==> config.mk <==
export PLATFORM = sky130hd
export DESIGN_NAME = hazard_unit_flat
export DESIGN_NICKNAME = d
export VERILOG_FILES = /design/src/rtl/hazard_unit_if.sv /design/src/rtl/hazard_unit.sv /design/src/flat_wrapper.sv
export SDC_FILE = /design/constraint.sdc
export NUM_CORES = 1
export LEC_CHECK = 0
export ABC_AREA = 1
export BUFFER_PORTS_ARGS = -buffer_cell sky130_fd_sc_hd__buf_4
export CAP_MARGIN = 20
export CELL_PAD_IN_SITES_DETAIL_PLACEMENT = 1
export CELL_PAD_IN_SITES_GLOBAL_PLACEMENT = 2
export CORE_UTILIZATION = 29
export DETAILED_ROUTE_END_ITERATION = 10
export PLACE_DENSITY_LB_ADDON = 0.08
export SYNTH_ARGS = -nofsm -noshare
export SYNTH_HDL_FRONTEND = slang
export SYNTH_SLANG_ARGS = --single-unit
==> constraint.sdc <==
create_clock -name clk -period 2.4 [get_ports clk]
set_clock_uncertainty 0.05 [all_clocks]
set_input_delay 0.48 -clock clk [delete_from_list [all_inputs] [get_ports clk]]
set_output_delay 0.48 -clock clk [all_outputs]
set_load 0.02 [all_outputs]
==> src/rtl/hazard_unit_if.sv <==
// Hazard unit bus: hazard inputs from the controller and stall/flush/forward controls back.
// The master side is the controller/datapath; the slave side is hazard_unit.
interface hazard_unit_if #(
   parameter int REG_AW = 4,
   parameter int CNT_W  = 16
);
   logic [REG_AW-1:0] RA1D;
   logic [REG_AW-1:0] RA2D;
   logic [REG_AW-1:0] WA3D;
   logic              RegWriteM;
   logic              RegWriteW;
   logic              MemtoRegE;
   logic              PCWrPendingF;
   logic              BranchTakenE;
   logic              PCSrcW;
   logic [1:0]        ForwardAE;
   logic [1:0]        ForwardBE;
   logic              StallF;
   logic              StallD;
   logic              FlushD;
   logic              FlushE;
   logic              HazardErr;
   logic [CNT_W-1:0]  StallCount;
   logic [CNT_W-1:0]  FlushCount;

   modport master (
      output RA1D, RA2D, WA3D, RegWriteM, RegWriteW, MemtoRegE,
             PCWrPendingF, BranchTakenE, PCSrcW,
      input  ForwardAE, ForwardBE, StallF, StallD, FlushD, FlushE,
             HazardErr, StallCount, FlushCount
   );

   modport slave (
      input  RA1D, RA2D, WA3D, RegWriteM, RegWriteW, MemtoRegE,
             PCWrPendingF, BranchTakenE, PCSrcW,
      output ForwardAE, ForwardBE, StallF, StallD, FlushD, FlushE,
             HazardErr, StallCount, FlushCount
   );
endinterface

==> src/rtl/hazard_unit.sv <==
// Pipeline hazard responder for the 5-stage ARM core: forwarding, load-use stall, flushes, stall watchdog.
// Optional feature macro: HAZARD_PERF_EN adds saturating StallCount/FlushCount performance counters.
module hazard_unit #(
   parameter int REG_AW    = 4,
   parameter int MAX_STALL = 8,
   parameter int CNT_W     = 16
) (
   input  logic         clk,
   input  logic         reset,
   hazard_unit_if.slave bus
);
   localparam int                RUN_W   = $clog2(MAX_STALL + 1);
   localparam logic [RUN_W-1:0]  RUN_MAX = RUN_W'(MAX_STALL);
   localparam logic [REG_AW-1:0] PC_REG  = REG_AW'(15);

   logic [REG_AW-1:0] r_ra1e;
   logic [REG_AW-1:0] r_ra2e;
   logic [REG_AW-1:0] r_wa3e;
   logic              r_ve;
   logic [REG_AW-1:0] r_wa3m;
   logic [REG_AW-1:0] r_wa3w;
   logic [RUN_W-1:0]  r_run_cnt;
   logic              r_hazard_err;

   logic              w_ldr_stall;
   logic              w_stall_f;
   logic              w_stall_d;
   logic              w_flush_d;
   logic              w_flush_e;
   logic [1:0]        w_fwd_a;
   logic [1:0]        w_fwd_b;

   // M stage wins over W; R15 reads come from the PC path, never from a forward.
   function automatic logic [1:0] fwd_sel(
      input logic              v,
      input logic [REG_AW-1:0] ra,
      input logic [REG_AW-1:0] wa_m,
      input logic [REG_AW-1:0] wa_w,
      input logic              we_m,
      input logic              we_w
   );
      logic [1:0] sel;
      if (!v || (ra == PC_REG)) begin
         sel = 2'b00;
      end else if (we_m && (ra == wa_m)) begin
         sel = 2'b10;
      end else if (we_w && (ra == wa_w)) begin
         sel = 2'b01;
      end else begin
         sel = 2'b00;
      end
      return sel;
   endfunction

   always_comb begin
      w_ldr_stall = bus.MemtoRegE & ((bus.RA1D == r_wa3e) | (bus.RA2D == r_wa3e));
      w_stall_d   = w_ldr_stall;
      w_stall_f   = w_ldr_stall | bus.PCWrPendingF;
      w_flush_d   = bus.PCWrPendingF | bus.PCSrcW | bus.BranchTakenE;
      w_flush_e   = w_ldr_stall | bus.BranchTakenE;
      w_fwd_a     = fwd_sel(r_ve, r_ra1e, r_wa3m, r_wa3w, bus.RegWriteM, bus.RegWriteW);
      w_fwd_b     = fwd_sel(r_ve, r_ra2e, r_wa3m, r_wa3w, bus.RegWriteM, bus.RegWriteW);
   end

   assign bus.StallF    = w_stall_f;
   assign bus.StallD    = w_stall_d;
   assign bus.FlushD    = w_flush_d;
   assign bus.FlushE    = w_flush_e;
   assign bus.ForwardAE = w_fwd_a;
   assign bus.ForwardBE = w_fwd_b;
   assign bus.HazardErr = r_hazard_err;

   // M/W destination tags are never flushed; the write enables qualify them.
   always_ff @(posedge clk or posedge reset) begin
      if (reset) begin
         r_ra1e <= {REG_AW{1'b0}};
         r_ra2e <= {REG_AW{1'b0}};
         r_wa3e <= {REG_AW{1'b0}};
         r_ve   <= 1'b0;
         r_wa3m <= {REG_AW{1'b0}};
         r_wa3w <= {REG_AW{1'b0}};
      end else begin
         if (w_flush_e) begin
            r_ra1e <= {REG_AW{1'b0}};
            r_ra2e <= {REG_AW{1'b0}};
            r_wa3e <= {REG_AW{1'b0}};
            r_ve   <= 1'b0;
         end else begin
            r_ra1e <= bus.RA1D;
            r_ra2e <= bus.RA2D;
            r_wa3e <= bus.WA3D;
            r_ve   <= 1'b1;
         end
         r_wa3m <= r_wa3e;
         r_wa3w <= r_wa3m;
      end
   end

   // Error latches on the edge the run counter reaches MAX_STALL and is sticky until reset.
   always_ff @(posedge clk or posedge reset) begin
      if (reset) begin
         r_run_cnt    <= {RUN_W{1'b0}};
         r_hazard_err <= 1'b0;
      end else if (w_stall_f) begin
         if (r_run_cnt != RUN_MAX) begin
            r_run_cnt <= r_run_cnt + RUN_W'(1);
         end else begin
            r_run_cnt <= r_run_cnt;
         end
         if (r_run_cnt == (RUN_MAX - RUN_W'(1))) begin
            r_hazard_err <= 1'b1;
         end else begin
            r_hazard_err <= r_hazard_err;
         end
      end else begin
         r_run_cnt    <= {RUN_W{1'b0}};
         r_hazard_err <= r_hazard_err;
      end
   end

`ifdef HAZARD_PERF_EN
   logic [CNT_W-1:0] r_stall_cnt;
   logic [CNT_W-1:0] r_flush_cnt;

   // Saturating event counters, cleared only by reset.
   always_ff @(posedge clk or posedge reset) begin
      if (reset) begin
         r_stall_cnt <= {CNT_W{1'b0}};
         r_flush_cnt <= {CNT_W{1'b0}};
      end else begin
         if (w_stall_f && (r_stall_cnt != {CNT_W{1'b1}})) begin
            r_stall_cnt <= r_stall_cnt + CNT_W'(1);
         end else begin
            r_stall_cnt <= r_stall_cnt;
         end
         if (w_flush_e && (r_flush_cnt != {CNT_W{1'b1}})) begin
            r_flush_cnt <= r_flush_cnt + CNT_W'(1);
         end else begin
            r_flush_cnt <= r_flush_cnt;
         end
      end
   end

   assign bus.StallCount = r_stall_cnt;
   assign bus.FlushCount = r_flush_cnt;
`else
   assign bus.StallCount = {CNT_W{1'b0}};
   assign bus.FlushCount = {CNT_W{1'b0}};
`endif

endmodule

==> src/flat_wrapper.sv <==
// flat-port wrapper written by rule: the top's interface ports become plain ports
module hazard_unit_flat 
#(
   parameter int REG_AW    = 4,
   parameter int MAX_STALL = 8,
   parameter int CNT_W     = 16
)
  (clk, reset, bus_RA1D, bus_RA2D, bus_WA3D, bus_RegWriteM, bus_RegWriteW, bus_MemtoRegE, bus_PCWrPendingF, bus_BranchTakenE, bus_PCSrcW, bus_ForwardAE, bus_ForwardBE, bus_StallF, bus_StallD, bus_FlushD, bus_FlushE, bus_HazardErr, bus_StallCount, bus_FlushCount);
  hazard_unit_if #(.REG_AW(REG_AW), .CNT_W(CNT_W)) bus_i ();
  input  logic clk;
  input  logic reset;
  input wire logic [$bits(bus_i.RA1D)-1:0] bus_RA1D;
  input wire logic [$bits(bus_i.RA2D)-1:0] bus_RA2D;
  input wire logic [$bits(bus_i.WA3D)-1:0] bus_WA3D;
  input wire logic [$bits(bus_i.RegWriteM)-1:0] bus_RegWriteM;
  input wire logic [$bits(bus_i.RegWriteW)-1:0] bus_RegWriteW;
  input wire logic [$bits(bus_i.MemtoRegE)-1:0] bus_MemtoRegE;
  input wire logic [$bits(bus_i.PCWrPendingF)-1:0] bus_PCWrPendingF;
  input wire logic [$bits(bus_i.BranchTakenE)-1:0] bus_BranchTakenE;
  input wire logic [$bits(bus_i.PCSrcW)-1:0] bus_PCSrcW;
  output wire logic [$bits(bus_i.ForwardAE)-1:0] bus_ForwardAE;
  output wire logic [$bits(bus_i.ForwardBE)-1:0] bus_ForwardBE;
  output wire logic [$bits(bus_i.StallF)-1:0] bus_StallF;
  output wire logic [$bits(bus_i.StallD)-1:0] bus_StallD;
  output wire logic [$bits(bus_i.FlushD)-1:0] bus_FlushD;
  output wire logic [$bits(bus_i.FlushE)-1:0] bus_FlushE;
  output wire logic [$bits(bus_i.HazardErr)-1:0] bus_HazardErr;
  output wire logic [$bits(bus_i.StallCount)-1:0] bus_StallCount;
  output wire logic [$bits(bus_i.FlushCount)-1:0] bus_FlushCount;
  assign bus_i.RA1D = bus_RA1D;
  assign bus_i.RA2D = bus_RA2D;
  assign bus_i.WA3D = bus_WA3D;
  assign bus_i.RegWriteM = bus_RegWriteM;
  assign bus_i.RegWriteW = bus_RegWriteW;
  assign bus_i.MemtoRegE = bus_MemtoRegE;
  assign bus_i.PCWrPendingF = bus_PCWrPendingF;
  assign bus_i.BranchTakenE = bus_BranchTakenE;
  assign bus_i.PCSrcW = bus_PCSrcW;
  assign bus_ForwardAE = bus_i.ForwardAE;
  assign bus_ForwardBE = bus_i.ForwardBE;
  assign bus_StallF = bus_i.StallF;
  assign bus_StallD = bus_i.StallD;
  assign bus_FlushD = bus_i.FlushD;
  assign bus_FlushE = bus_i.FlushE;
  assign bus_HazardErr = bus_i.HazardErr;
  assign bus_StallCount = bus_i.StallCount;
  assign bus_FlushCount = bus_i.FlushCount;
  hazard_unit #(.REG_AW(REG_AW), .MAX_STALL(MAX_STALL), .CNT_W(CNT_W)) u_core (.clk(clk), .reset(reset), .bus(bus_i));
endmodule
==> results of run 1 <==
[synthesized netlist by cell type (all sizes together)]
| master | n |
|---|---|
| or2 | 2 |
| nor2 | 23 |
| nand4 | 2 |
| nor2b | 2 |
| xnor2 | 1 |
| o21ai | 4 |
| inv | 36 |
| conb | 1 |
| a21oi | 6 |
| nand3b | 1 |
| nor3 | 2 |
| o21a | 2 |
| nand3 | 6 |
| a21boi | 1 |
| dfrtp | 26 |
| buf | 33 |
| ha | 2 |
| o22ai | 2 |
| xor2 | 8 |
| nand2 | 44 |
[metal layers]
| layer | share of wire | global-route usage | vias up | wire, um |
|---|---|---|---|---|
| met5 | 0 | 0 | - | 0 |
| met4 | 0.0052 | 0.0346 | 0 | 17 |
| met3 | 0.039 | 0.0156 | 2 | 126 |
| met2 | 0.50 | 0.209 | 35 | 1630 |
| met1 | 0.46 | 0.143 | 517 | 1480 |
| li1 | - | - | 608 | - |
[critical path, delay by kind of cell, from the launching register on]
kind / cells / cell delay (ns)
and+or+nand+nor: 3 / 0.57
DFF: 1 / 0.42
AOI/OAI and AO/OA: 1 / 0.16
buffers and inverters: 1 / 0.15
[path summary, 6_finish.rpt]
check	to	slack [ns]	cells past startpoint
worst max-delay path	bus_ForwardAE[0]	0.31	5
worst min-delay path	u_core.bus.HazardErr$_DFFE_PP0P_	0.23	3
worst max register to register	u_core.r_ra1e[3]$_DFF_PP0_	0.89	10
worst min register to register	u_core.r_wa3w[1]$_DFF_PP0_	0.33	0
max in group asynchronous	u_core.r_ra1e[0]$_DFF_PP0_	1.82	3
min in group clk	u_core.r_wa3w[1]$_DFF_PP0_	0.33	0
[sequential cells by signal (all words and copies together), names as in the netlist]
signal,cells
u_core.r_wa3e,4
u_core.bus.HazardErr,1
u_core.r_wa3m,4
u_core.r_ra2e,4
u_core.r_wa3w,4
u_core.r_ve,1
u_core.r_run_cnt,4
u_core.r_ra1e,4
[power groups by stage]
stage          logic [uW]  registers [uW]  clock network (uW)
3_5_place_dp          239             509                   0
6_report              237             499                 351
5_1_grt               266             504                 381
2_1_floorplan         213             499                   0
4_1_cts               241             500                 365
3_3_place_gp          231             507                   0
[final cells by class]
cell class,count,area (um^2)
timing repair buffer,30,225
clock inverter,1,30.0
tap,70,87.6
multi-input combinational,140,683
inverter,36,135
fill,661,3380
sequential,26,651
clock buffer,3,41.3
[logic make-up (layout without fill, tap and decap cells)]
| logic type | Yosys count | in the layout | synth area share |
|---|---|---|---|
| AO/OA/AOI/OAI | 15 | 15 | 0.0528 |
| XOR/XNOR | 9 | 9 | 0.0489 |
| adder cells (fa/ha/maj) | 2 | 2 | 0.0155 |
| buffers and inverters | 69 | 70 | 0.245 |
| flip-flops | 26 | 26 | 0.403 |
| other | 1 | 32 | 0.00233 |
| AND/OR/NAND/NOR | 82 | 82 | 0.232 |
[per-stage QoR]
stage	util	instances
global route	0.354	306
finish	0.354	306
detailed placement	0.340	302
floorplan	-	235
global placement	0.340	302
CTS	0.354	306
==> key figures, run 1 <==
Synth
  – Cells after Synth: 204
  – Synth area leaders: dfrtp_1 (40%), buf_4 (15%), nand2_1 (9.5%), inv_1 (7.7%), xor2_1 (4.3%)
  – Seq/Total Area, Yosys: 0.403
  – Syn_area_per_cell: 7.91 um^2
  – Yosys cell types: 25
  – Synth top area share: 0.403
  – Yosys reg bits: 26
  – Synthesized area: 0.00161 mm^2
  – Syn. warnings: 0
  – Synth area leader: dfrtp_1

STA
  – Fin. Hold Viols: 0
  – Max-slew violation count: 0
  – Final WS setup: 0.310 ns
  – Final TNS setup: 0 ns
  – Setup violators final: 0
  – RSZ-0062 raised after global routing: false
  – Fin crit share: 0.871
  – Final min period: 2.09 ns
  – Hold Worst Slack: 0.230 ns
  – Fmax: 479 MHz

Cells and area
  – Commonest cells after routing, fill and taps aside: nand2_1 (41), inv_1 (33), conb_1 (32)
  – Leading cell type in the layout, fill and taps excluded: nand2_1
  – Area growth syn-to-layout: 14.9%
  – Final Cell Area: 0.00185 mm^2
  – Ratio of cells with drive above 1 in the final layout: 0.212
  – Diodes inserted: 0
  – Nets: 259

Worst setup path
  – Critical path class: register to output port
  – Cell Chain, Critical Path: or2_2 -> a21oi_1 -> nand4_1 -> nor2b_1 -> buf_4
  – Crit-path slowest cell: dfrtp_1
  – Startpoint types: register
  – Worst Setup SP: u_core.r_ra1e[2]$_DFF_PP0_
  – Crit end category: output port
  – WP data arrival: 1.56 ns
  – Critical Path Fanout Max: 4
  – CP peak stage delay: 0.42 ns
  – Reg-to-reg critical path startpoint: u_core.r_wa3e[1]$_DFF_PP0_
  – CP Data Required Time: 1.87 ns

Detailed routing
  – Vias after detailed routing: 1162
  – Antenna Violating Nets Remaining: 0
  – WL/cell: 10.6 um
  – DRT Pass-1 Iters: 3
  – Residual DRC: 0
  – Drt total wl: 3250 um
  – Number of DRC markers in iteration 0: 18
  – DR vias/cell: 3.80

Die
  – Die area: 0.00586 mm^2
  – Initial core utilization: 0.308
  – Row cnt: 26
  – Die height: 76.6 um
  – Die X: 76.6 um
  – CORE AREA: 0.00524 mm^2
  – I/O pins: 61

GRT
  – Largest net degree at the start of global routing: 27
  – Vias in the first global route: 1199
  – Tot GR Track Use: 0.116
  – Gr ovfl total: 0
  – Initial antenna violation count: 0
  – First-pass GRT wire length: 5470 um

CTS
  – Htree depth: 1
  – CTS Buf Count: 3
  – Post-CTS sizing: 0
  – Cts hold-fix bufs: 0
  – CTS tree: yes
  – CTS Sinks: 26
  – Clk slew on worst S/H paths: 0.09 ns
  – Worst skew pair latency: 0.26 ns
  – Root Driver: clkbuf_8
  – Setup bufs post-CTS: 0
  – Clk buf depth: 2

Power and ir drop
  – Sw Share: 0.284
  – Pleak: 0.00105 uW
  – Combinational fraction of design power: 0.218
  – P_sw: 309 uW
  – Tot Pwr: 1090 uW
  – Register share of total power: 0.460
  – Pint: 778 uW
  – Clock power frac: 0.323
  – Peak supply drop: 0.317 mV
  – Cell Pwr Density: 586 mW/mm^2

Placed design
  – RePlAce Congestion: 0.775
  – Dpl hpwl: 2750 um
  – I/O Buffers: 28
  – Worst slack, placed: 0.522 ns
  – Post-DP Area: 0.00178 mm^2

Min path
  – Worst min path class: input pin to asynchronous set/reset pin

Flow run
  – Max-cap violation count: 0

Outcome
  – Outcome: finished, final reports clean
No activity file was read; power rests on OpenSTA's default activity.
==> inputs of run 2 (changes only) <==
--- a/config.mk
+++ b/config.mk
@@ -10,6 +10,7 @@
 export CAP_MARGIN = 20
 export CELL_PAD_IN_SITES_DETAIL_PLACEMENT = 1
 export CELL_PAD_IN_SITES_GLOBAL_PLACEMENT = 2
+export CORE_ASPECT_RATIO = 1.1
 export CORE_UTILIZATION = 29
 export DETAILED_ROUTE_END_ITERATION = 10
 export PLACE_DENSITY_LB_ADDON = 0.08
==> key figures, run 2 (synthesis results as in run 1) <==
Outcome
  – Outcome: finished, final reports clean

STA
  – Final TNS setup: 0 ns
  – Fin. Hold Viols: 0
  – Fin crit share: 0.873
  – Setup violators final: 0
  – RSZ-0062 raised after global routing: false
  – Final min period: 2.09 ns
  – Fmax: 478 MHz
  – Final WS setup: 0.306 ns
  – Max-slew violation count: 0

GRT
  – Tot GR Track Use: 0.121
  – Vias in the first global route: 1247
  – Initial antenna violation count: 0
  – Largest net degree at the start of global routing: 27
  – First-pass GRT wire length: 5370 um
  – Gr ovfl total: 0

Power and ir drop
  – P_sw: 310 uW
  – Cell Pwr Density: 548 mW/mm^2
  – Tot Pwr: 1010 uW
  – Peak supply drop: 0.253 mV
  – Combinational fraction of design power: 0.232
  – Sw Share: 0.307
  – Pint: 701 uW
  – Pleak: 0.00105 uW
  – Clock power frac: 0.275
  – Register share of total power: 0.494

Cells and area
  – Area of the multi-input gates: 683 um^2
  – Leading cell type in the layout, fill and taps excluded: nand2_1
  – Area growth syn-to-layout: 14.3%
  – Fill cells: 673
  – Ratio of cells with drive above 1 in the final layout: 0.212
  – Diodes inserted: 0
  – Final non-filler cell total: 311
  – Commonest cells after routing, fill and taps aside: nand2_1 (41), inv_1 (33), conb_1 (32)
  – Nets: 259
  – Reg area: 651 um^2

Die
  – Row cnt: 28
  – I/O pins: 61
  – CORE AREA: 0.00536 mm^2
  – Die X: 73.1 um
  – Initial core utilization: 0.301
  – Die height: 80.2 um
  – Die area: 0.00586 mm^2

CTS
  – CTS Sinks: 26
  – Post-CTS sizing: 0
  – Clk buf depth: 2
  – Root Driver: clkbuf_8
  – Cts hold-fix bufs: 0
  – CTS tree: yes
  – Htree depth: 1
  – Setup bufs post-CTS: 0
  – CTS Buf Count: 3
  – Worst skew pair latency: 0.27 ns
  – Clk slew on worst S/H paths: 0.09 ns

Worst setup path
  – Reg-to-reg critical path startpoint: u_core.r_wa3e[1]$_DFF_PP0_
  – Worst R2R Path Depth: 10
  – CP peak stage delay: 0.42 ns
  – Cell Chain, Critical Path: or2_2 -> a21oi_1 -> nand4_1 -> nor2b_1 -> buf_4
  – R2r endpoint: u_core.r_ra1e[3]$_DFF_PP0_
  – Crit end category: output port
  – WP data arrival: 1.56 ns
  – Crit-path slowest cell: dfrtp_1
  – CP Data Required Time: 1.87 ns
  – Critical path class: register to output port
  – Critical Path Fanout Max: 4
  – R2R Setup Slk: 0.93 ns
  – Startpoint types: register

Placed design
  – Placed Instances: 307
  – RePlAce Congestion: 0.826
  – Dpl hpwl: 2730 um
  – I/O Buffers: 28
  – Worst slack, placed: 0.486 ns

Flow run
  – Max-cap violation count: 0

Detailed routing
  – Number of DRC markers in iteration 0: 10
  – Antenna Violating Nets Remaining: 0
  – Vias after detailed routing: 1213
  – WL/cell: 10.5 um
  – DRT Pass-1 Iters: 2
  – Drt total wl: 3260 um
  – DR vias/cell: 3.90
  – Residual DRC: 0

Min path
  – Worst min path class: input pin to asynchronous set/reset pin
-- run 2: cell count changes in the layout (fill, tap and decap cells not counted) --
cell,change
bufinv_16,-1
clkbuf_8,+1
-- run 2: per-stage QoR --
step	hold slack (ns)	utilization	instance area, um^2
5_1_grt	0.253	0.344	1840
3_3_place_gp	0.312	0.334	1790
2_1_floorplan	0.304	-	1730
4_1_cts	0.219	0.344	1840
3_5_place_dp	0.320	0.334	1790
6_report	0.216	0.344	1840
-- run 2: worst max path at each step --
| stage | start | slack [ns] | to | depth (start not counted) |
|---|---|---|---|---|
| after floorplan | u_core.r_ra1e[2]$_DFF_PP0_ | 0.66 | bus_ForwardAE[1] | 4 |
| after global placement | bus_RA1D[1] | 0.54 | bus_StallF | 10 |
| after detailed placement | bus_RA2D[1] | 0.49 | bus_StallF | 10 |
| after CTS | u_core.r_ra1e[2]$_DFF_PP0_ | 0.28 | bus_ForwardAE[0] | 5 |
| after global routing | u_core.r_ra1e[2]$_DFF_PP0_ | 0.17 | bus_ForwardAE[0] | 5 |
| final | u_core.r_ra1e[2]$_DFF_PP0_ | 0.31 | bus_ForwardAE[0] | 5 |
-- run 2: area by class of cell --
cell class | instances | share of cell area
flip-flops and latches | 26 | 0.353
repair buffers | 30 | 0.122
clock buffers | 4 | 0.0299
inverters | 36 | 0.0733
well taps | 75 | 0.0509
multi-input cells | 140 | 0.371
-- run 2: worst max-delay path, delay by kind of cell (launching register included) --
kind                   cells  cell delay (ns)
AND/OR/NAND/NOR            3             0.57
flip-flops                 1             0.42
AO/OA/AOI/OAI              1             0.16
buffers and inverters      1             0.15
-- run 2: power by group through the flow --
stage               Combinational (uW)  Sequential [uW]  Clock [uW]
floorplan                          213              499           0
global placement                   231              507           0
detailed placement                 237              508           0
CTS                                238              500         296
global route                       263              504         315
finish                             234              499         277
-- run 2: layer usage --
| metal | vias to the layer above | routed length [um] | track usage | share of wire |
|---|---|---|---|---|
| li1 | 609 | - | - | - |
| met1 | 561 | 1390 | 0.140 | 0.43 |
| met2 | 39 | 1660 | 0.219 | 0.51 |
| met3 | 4 | 161 | 0.0176 | 0.049 |
| met4 | 0 | 49 | 0.0529 | 0.015 |
| met5 | - | 0 | 0 | 0 |
==> inputs of run 3 (changes only) <==
--- a/config.mk
+++ b/config.mk
@@ -5,13 +5,12 @@
 export SDC_FILE = /design/constraint.sdc
 export NUM_CORES = 1
 export LEC_CHECK = 0
-export ABC_AREA = 1
 export BUFFER_PORTS_ARGS = -buffer_cell sky130_fd_sc_hd__buf_4
 export CAP_MARGIN = 20
 export CELL_PAD_IN_SITES_DETAIL_PLACEMENT = 1
 export CELL_PAD_IN_SITES_GLOBAL_PLACEMENT = 2
 export CORE_ASPECT_RATIO = 1.1
-export CORE_UTILIZATION = 29
+export CORE_UTILIZATION = 31
 export DETAILED_ROUTE_END_ITERATION = 10
 export PLACE_DENSITY_LB_ADDON = 0.08
 export SYNTH_ARGS = -nofsm -noshare
==> key figures, run 3 <==
Power and ir drop
  – Peak supply drop: 0.271 mV
  – Cell Pwr Density: 635 mW/mm^2
  – Pleak: 0.000881 uW

Synth
  – Syn. warnings: 0
  – Proportion of synthesized area in mux cells: 0
  – Synth top area share: 0.425
  – Largest family of logic cells by synthesized area: simple AND/OR/NAND/NOR gates
  – Synth area leader: dfrtp_1
  – Synth Area in Simple Gates: 0.193
  – Yosys reg bits: 26
  – Synth area leaders: dfrtp_1 (43%), buf_4 (16%), xor2_1 (8.6%), nor3b_2 (6.5%), xnor2_1 (6.3%)
  – Synth Area in Adders: 0.0164
  – Post-synth ARST share: 1.00
  – Post-synthesis compound-gate area fraction: 0.0352
  – Count leader, synth: buf_4
  – Synth top cells by count: buf_4 (32), dfrtp_1 (26), xor2_1 (15)
  – Synthesized area: 0.00153 mm^2
  – Number of enable flip-flop cells after synthesis: 0
  – Cells after Synth: 142
  – Syn_area_per_cell: 10.8 um^2
  – Yosys cell types: 29
  – Synth Area in XOR/XNOR: 0.149
  – Seq/Total Area, Yosys: 0.425
  – Post-synth top flop: dfrtp_1

Detailed routing
  – Drt total wl: 3010 um
  – DR vias/cell: 4.27
  – Residual DRC: 0
  – WL/cell: 13.1 um
  – DRT Pass-1 Iters: 4
  – Antenna Violating Nets Remaining: 0
  – Vias after detailed routing: 982
  – Number of DRC markers in iteration 0: 10

GRT
  – Vias in the first global route: 977
  – Tot GR Track Use: 0.128
  – Largest net degree at the start of global routing: 27
  – Gr ovfl total: 0
  – Initial antenna violation count: 0
  – First-pass GRT wire length: 4710 um

STA
  – Fmax: 444 MHz
  – Fin crit share: 0.938
  – RSZ-0062 raised after global routing: false
  – Max-slew violation count: 0
  – Final TNS setup: 0 ns
  – Final min period: 2.25 ns
  – Final WS setup: 0.149 ns
  – Fin. Hold Viols: 0
  – Hold Worst Slack: 0.206 ns
  – Setup violators final: 0

Worst setup path
  – R2R Setup Slk: 0.69 ns
  – Crit-path slowest cell: dfrtp_1
  – Critical path class: register to output port
  – Worst Setup SP: u_core.r_wa3e[2]$_DFF_PP0_
  – Crit end category: output port
  – Startpoint types: register
  – CP peak stage delay: 0.42 ns
  – Reg-to-reg critical path startpoint: u_core.r_wa3e[2]$_DFF_PP0_
  – Critical Path Fanout Max: 5
  – Worst path bufs/invs: 1
  – Top Family by Delay on Critical Path: simple AND/OR/NAND/NOR gates
  – R2r endpoint: u_core.r_ra1e[0]$_DFF_PP0_
  – Worst R2R Path Depth: 6
  – Cell Chain, Critical Path: xor2_1 -> nor4_2 -> o21ai_2 -> or2b_1 -> buf_4
  – CP Data Required Time: 1.87 ns
  – WP data arrival: 1.72 ns

Placed design
  – Dpl hpwl: 2410 um
  – Post-DP Area: 0.00169 mm^2
  – Placed Instances: 225
  – I/O Buffers: 28
  – RePlAce Congestion: 0.739
  – Worst slack, placed: 0.236 ns

CTS
  – Cts hold-fix bufs: 0
  – Clk slew on worst S/H paths: 0.09 ns
  – CTS tree: yes
  – CTS Sinks: 26
  – Htree depth: 1
  – Root Driver: clkbuf_8
  – Post-CTS sizing: 0
  – Setup bufs post-CTS: 0
  – Clk buf depth: 2
  – Worst skew pair latency: 0.27 ns
  – CTS Buf Count: 3

Die
  – Initial core utilization: 0.327
  – CORE AREA: 0.00468 mm^2
  – Row cnt: 26
  – Die height: 75.7 um
  – Die X: 69.0 um
  – I/O pins: 61
  – Die area: 0.00522 mm^2

Cells and area
  – Diodes inserted: 0
  – Commonest cells after routing, fill and taps aside: conb_1 (32), buf_4 (31), dfrtp_1 (26)
  – Final non-filler cell total: 230
  – Area growth syn-to-layout: 15.4%
  – Ratio of cells with drive above 1 in the final layout: 0.276
  – Nets: 197
  – Final Cell Area: 0.00177 mm^2
  – Leading cell type in the layout, fill and taps excluded: conb_1

Outcome
  – Outcome: finished, final reports clean

Min path
  – Worst min path class: input pin to asynchronous set/reset pin

Flow run
  – Max-cap violation count: 0
[run 3: cell type report]
type	count	area [um^2]
multi-input combinational	108	722
clock inverter	1	30.0
sequential	26	651
timing repair buffer	31	233
fill	561	2920
inverter	5	18.8
clock buffer	3	41.3
tap	56	70.1
[run 3: report_power, final]
group | switching (uW) | internal [uW] | leakage [uW]
clock network | 134 | 223 | 0.0000357
logic | 149 | 102 | 0.000508
registers | 37.2 | 476 | 0.000337
total | 320 | 801 | 0.000881
[run 3: metal layers]
metal	vias up	track usage	share of wire	wire length, um
met5	-	0	0	0
met4	0	0.0544	0.016	49
met3	4	0.0210	0.042	125
met2	34	0.232	0.56	1680
met1	474	0.147	0.38	1160
li1	470	-	-	-
[run 3: logic make-up (layout without fill, tap and decap cells)]
family | count (synthesis) | in the layout
other | 1 | 32
AND/OR/NAND/NOR | 41 | 41
flip-flops | 26 | 26
buffers and inverters | 39 | 40
adder cells (fa/ha/maj) | 2 | 2
XOR/XNOR | 26 | 26
AO/OA/AOI/OAI | 7 | 7
[run 3: worst min-delay path, stage by stage]
cell and delay, ns:
buf_4 0.11, inv_1 0.04, buf_4 0.30
[run 3: how the worst max path moves through the flow]
stage                      end  slack [ns]  cells past startpoint
floorplan           bus_StallD        0.49                      5
CTS                 bus_FlushE        0.07                      5
finish              bus_FlushE        0.15                      5
global route        bus_FlushE        0.05                      5
detailed placement  bus_FlushE        0.24                      6
global placement    bus_FlushE        0.21                      6
[run 3: per-stage QoR]
step                       util  power, uW
after floorplan               -        728
after global placement    0.360        770
after detailed placement  0.360        773
after CTS                 0.375       1140
after global routing      0.377       1190
final                     0.377       1120
